**config.mk**
```make
export PLATFORM = sky130hd
export DESIGN_NAME = res_frame_fifo
export DESIGN_NICKNAME = d
export VERILOG_FILES = /design/src/rtl/res_frame_fifo.sv
export SDC_FILE = /design/constraint.sdc
export NUM_CORES = 1
export LEC_CHECK = 0
export ABC_AREA = 1
export BUFFER_PORTS_ARGS = -buffer_cell sky130_fd_sc_hd__buf_2
export CAP_MARGIN = 5
export CORE_MARGIN = 2
export CORE_UTILIZATION = 60
export CTS_CLUSTER_DIAMETER = 200
export CTS_CLUSTER_SIZE = 40
export DETAILED_ROUTE_END_ITERATION = 8
export PLACE_DENSITY = 0.78
export REMOVE_ABC_BUFFERS = 1
export SLEW_MARGIN = 20
export SYNTH_ARGS = -nofsm -noshare
export SYNTH_HDL_FRONTEND = slang
export SYNTH_SLANG_ARGS = --single-unit
```
**constraint.sdc**
```tcl
create_clock -name axis_clk -period 5.1 [get_ports axis_clk]
set_input_delay 0.255 -clock axis_clk [delete_from_list [all_inputs] [get_ports axis_clk]]
set_output_delay 0.255 -clock axis_clk [all_outputs]
set_load 0.1 [all_outputs]
```
**src/rtl/res_frame_fifo.sv**
```systemverilog
// res_frame_fifo: store-and-forward result-frame buffer; frames are released only once
// their LAST beat is in, and frames that can never fit are discarded with a DROP pulse.
module res_frame_fifo #(
    parameter int DATA_W = 8,
    parameter int ADDR_W = 4
) (
    input  logic              axis_clk,
    input  logic              axis_rst_n,
    input  logic [DATA_W-1:0] S_AXIS_RES,
    input  logic              S_AXIS_VALID,
    input  logic              S_AXIS_LAST,
    output logic              S_AXIS_READY,
    output logic [DATA_W-1:0] M_AXIS_DATA,
    output logic              M_AXIS_VALID,
    output logic              M_AXIS_LAST,
    input  logic              M_AXIS_READY,
    output logic [ADDR_W:0]   FRAME_CNT,
    output logic              DROP
);
    localparam int DEPTH = 2 ** ADDR_W;
    typedef enum logic {S_FILL, S_DROP} state_t;
    logic [DATA_W:0] mem [DEPTH];
    state_t state_q, state_d;
    logic [ADDR_W:0] wr_q, wr_d, commit_q, commit_d, rd_q, rd_d, cnt_q, cnt_d;
    logic drop_q, drop_d, run_q;
    logic full, s_ready, s_acc, m_valid, m_acc, we, commit, rd_last;
    always_comb begin
        full     = (wr_q - rd_q) == (ADDR_W + 1)'(DEPTH);
        s_ready  = run_q && (state_q == S_DROP || !full || commit_q == rd_q);
        s_acc    = S_AXIS_VALID && s_ready;
        m_valid  = rd_q != commit_q;
        m_acc    = m_valid && M_AXIS_READY;
        rd_last  = mem[rd_q[ADDR_W-1:0]][DATA_W];
        state_d  = state_q;
        wr_d     = wr_q;
        commit_d = commit_q;
        rd_d     = m_acc ? rd_q + 1'b1 : rd_q;
        drop_d   = 1'b0;
        we       = 1'b0;
        commit   = 1'b0;
        if (s_acc) begin
            if (state_q == S_DROP) begin
                drop_d  = S_AXIS_LAST;
                state_d = S_AXIS_LAST ? S_FILL : S_DROP;
            end else if (!full) begin
                we       = 1'b1;
                wr_d     = wr_q + 1'b1;
                commit   = S_AXIS_LAST;
                commit_d = S_AXIS_LAST ? wr_q + 1'b1 : commit_q;
            end else begin
                // the partial frame already fills the whole buffer, so it can never commit
                wr_d    = commit_q;
                drop_d  = S_AXIS_LAST;
                state_d = S_AXIS_LAST ? S_FILL : S_DROP;
            end
        end
        cnt_d = cnt_q + (ADDR_W + 1)'(commit) - (ADDR_W + 1)'(m_acc && rd_last);
    end
    always_ff @(posedge axis_clk or negedge axis_rst_n) begin
        if (!axis_rst_n) begin
            state_q  <= S_FILL;
            wr_q     <= '0;
            commit_q <= '0;
            rd_q     <= '0;
            cnt_q    <= '0;
            drop_q   <= 1'b0;
            run_q    <= 1'b0;
        end else begin
            state_q  <= state_d;
            wr_q     <= wr_d;
            commit_q <= commit_d;
            rd_q     <= rd_d;
            cnt_q    <= cnt_d;
            drop_q   <= drop_d;
            run_q    <= 1'b1;
        end
    end
    always_ff @(posedge axis_clk) begin
        if (we) mem[wr_q[ADDR_W-1:0]] <= {S_AXIS_LAST, S_AXIS_RES};
    end
    // outputs are forced to zero whenever no committed beat is presented
    assign S_AXIS_READY = s_ready;
    assign M_AXIS_VALID = m_valid;
    assign M_AXIS_DATA  = m_valid ? mem[rd_q[ADDR_W-1:0]][DATA_W-1:0] : '0;
    assign M_AXIS_LAST  = m_valid && rd_last;
    assign FRAME_CNT    = cnt_q;
    assign DROP         = drop_q;
endmodule

```
==> out/results.txt <==
Setup WS post-layout: 1.50 ns
Routability congestion estimate: 0.885
Main combinational cell family by area after synthesis: simple AND/OR/NAND/NOR gates
Post-route core utilization: 68.0%
Mux cell area share after synthesis: 0%
Worst-case clock buffer depth: 2
HP Class: primary input to flop
Leak: 3.01 nW
First-pass GRT wire length: 25600 µm
Synth Area in XOR/XNOR: 1.32%
# DRC: 0
Register area share after synthesis: 66.9%
Slew margin rel.: 30.6%
Core area: 12000 µm²
Clock slew at reported path FFs: 0.06 ns
Part of the cycle the worst path needs: 70.6%
Fin. max-slew vios: 0
Pwr Density: 681 nW/µm²
Post-synth top flop: edfxtp_1
Post-Synthesis Cells: 632
Crit end category: flop
Synthesized area: 7320 µm²
Synth warn: 0
Setup bufs post-CTS: 0
HPWL after detailed placement: 9910 µm
Inserted Clock Buffers: 17
H-tree levels: 4
Skew-Pair Late Insertion Delay: 0.42 ns
Initial antenna violation count: 0
Grt ovf: 0
Placed cell areas: 7550 µm²
Worst vdd ir: 0.690 mV
Vias in the first global route: 4808
Crit path required time: 5.40 ns
Final net count: 686
Hold_sp: S_AXIS_VALID
GRT Total Usage: 26.6%
Number of synthesized flops with an enable pin: 144
Min Tclk post-route: 3.60 ns
I/O pin total: 30
Commonest non-fill, non-tap cell in the layout: edfxtp_1
Cell variety after synth: 40
WL final: 16100 µm
Slew of the pin with the lowest slew margin: 1.04 ns
Rows: 40
Final Instance Area: 8140 µm²
Starting Density: 61.2%
Drt pass-1 iters: 7
Critical Setup Path Class: flop to flop
Area growth, synth to finish: 11.1%
Vias per Instance: 6.05
# Max-Cap Violations: 0
Highest-count cells in the layout ignoring fill and taps: edfxtp_1, nor2_1, nand2_1
Startpoint type of the worst setup path: flop
Worst EP arrival: 3.91 ns
Adder-Cell Fraction of Synth Area: 2.67%
Clock Skew: 0.00756 ns
Largest net degree at the start of global routing: 74
Post-synthesis simple-gate area fraction: 15.2%
R2R Path End: FRAME_CNT[4]$_DFF_PN0_
DIE AREA: 13100 µm²
Ys async rst share: 13.8%
Diodes inserted: 0
Root Buffer: clkbuf_16
Final setup viols: 0
Syn Area/Cell: 11.6 µm²
RSZ-0062 raised after global routing: false
Hold EP: DROP$_DFF_PN0_
Place WS: 1.51 ns
Synth Area in Compound Gates: 9.96%
Run status: finished, final reports clean
R2R Setup Slk: 1.50 ns
Chip width: 114 µm
Routed vias: 4949
Setup tns final: 0 ns
Hold Vio Cnt, Final: 0
FMAX: 0.278 GHz
Port buffer count: 29
TritonCTS clock tree: built
Routed Antenna Nets: 0
WHS Path Cells: 3
Synth Register Bits: 167
Critical path fanouts, max: 56
R2R Path Start: rd_q[1]$_DFFE_PN0P_
CTS sink count: 167
Die Span Y: 114 µm
Wirelength per Cell: 19.7 µm
Initial drt markers: 603
Worst R2R Path Depth: 16
Proportion of layout cells with a drive suffix above 1: 13.9%
state kept, by name, summed over array words and instances, names as in the netlist:
| register | count |
|---|---|
| run_q | 1 |
| FRAME_CNT | 5 |
| wr_q | 5 |
| state_q | 1 |
| rd_q | 5 |
| mem | 144 |
| commit_q | 5 |
| DROP | 1 |
metal layers:
| metal | vias up | part of all wire, % | GRT usage, % |
|---|---|---|---|
| met4 | 0 | 2.2 | 10.1 |
| met5 | - | 0 | 0 |
| li1 | 2285 | - | - |
| met3 | 30 | 8.4 | 6.30 |
| met2 | 248 | 50 | 43.4 |
| met1 | 2386 | 39 | 34.9 |
synth_stat cells, types with 7 or more instances:
master / number / area, µm²
a21oi_1: 13 / 65.1
a31oi_1: 7 / 43.8
buf_2: 11 / 55.1
clkbuf_1: 11 / 41.3
dfrtp_1: 23 / 576
edfxtp_1: 144 / 4320
ha_1: 14 / 175
inv_1: 28 / 105
nand2_1: 82 / 308
nand2_2: 9 / 56.3
nand3_1: 16 / 80.1
nand4_1: 10 / 62.6
nor2_1: 110 / 413
o211ai_1: 16 / 120
o21ai_0: 72 / 360
o22ai_1: 15 / 93.8
xor2_1: 10 / 87.6
final cells by class:
type | instances | area, µm²
flip-flops and latches | 167 | 4900
well taps | 147 | 184
multi-input cells | 401 | 2140
clock inverters | 9 | 100
repair buffers | 35 | 193
fillers | 830 | 3820
inverters | 36 | 143
clock buffers | 23 | 478
kinds of logic after synthesis:
group | after synthesis
AOI/OAI and AO/OA | 129
xor gates and xnor gates | 11
adders and majority gates | 15
buffers and inverters | 64
DFF | 167
other | 1
and+or+nand+nor | 245
worst max path at each step:
stage,endpoint,depth (start not counted),from
floorplan,FRAME_CNT[4]$_DFF_PN0_,14,rd_q[0]$_DFFE_PN0P_
CTS,FRAME_CNT[4]$_DFF_PN0_,16,rd_q[1]$_DFFE_PN0P_
finish,FRAME_CNT[4]$_DFF_PN0_,16,rd_q[1]$_DFFE_PN0P_
global placement,FRAME_CNT[4]$_DFF_PN0_,16,rd_q[1]$_DFFE_PN0P_
global route,FRAME_CNT[4]$_DFF_PN0_,16,rd_q[1]$_DFFE_PN0P_
detailed placement,FRAME_CNT[4]$_DFF_PN0_,16,rd_q[1]$_DFFE_PN0P_
power breakdown:
group	leakage, nW	internal, mW	total (mW)	switching (mW)
Clock	0.284	0.755	1.25	0.493
Combinational	1.15	0.584	2.54	1.95
Sequential	1.58	1.62	1.76	0.133
worst max-delay path, stage by stage, from the launching register on:
cell and delay (ns):
dfrtp_1 0.32, buf_4 0.47, inv_2 0.34, ha_1 0.30
o21bai_1 0.17, nand2_2 0.13, nand3_4 0.13, nand4_4 0.18
nor2_8 0.20, inv_4 0.04, ha_1 0.26, inv_1 0.04
ha_1 0.19, fa_1 0.40, nand3_1 0.10, nand2_1 0.06
xor2_1 0.13
repair_timing:
action	in CTS	in global routing
gates resized for setup	0	0
hold endpoints to repair	23	0
setup endpoints to repair	0	0
hold buffers	1	0
stage by stage:
step           total power [mW]  instances  hold WS (ns)
2_1_floorplan              3.73        604       -0.0406
3_3_place_gp               4.23        785         0.252
3_5_place_dp               4.30        785         0.265
4_1_cts                    5.55        818         0.154
5_1_grt                    5.82        818         0.183
6_report                   5.54        818         0.177
(Power assumes the default switching activity.)
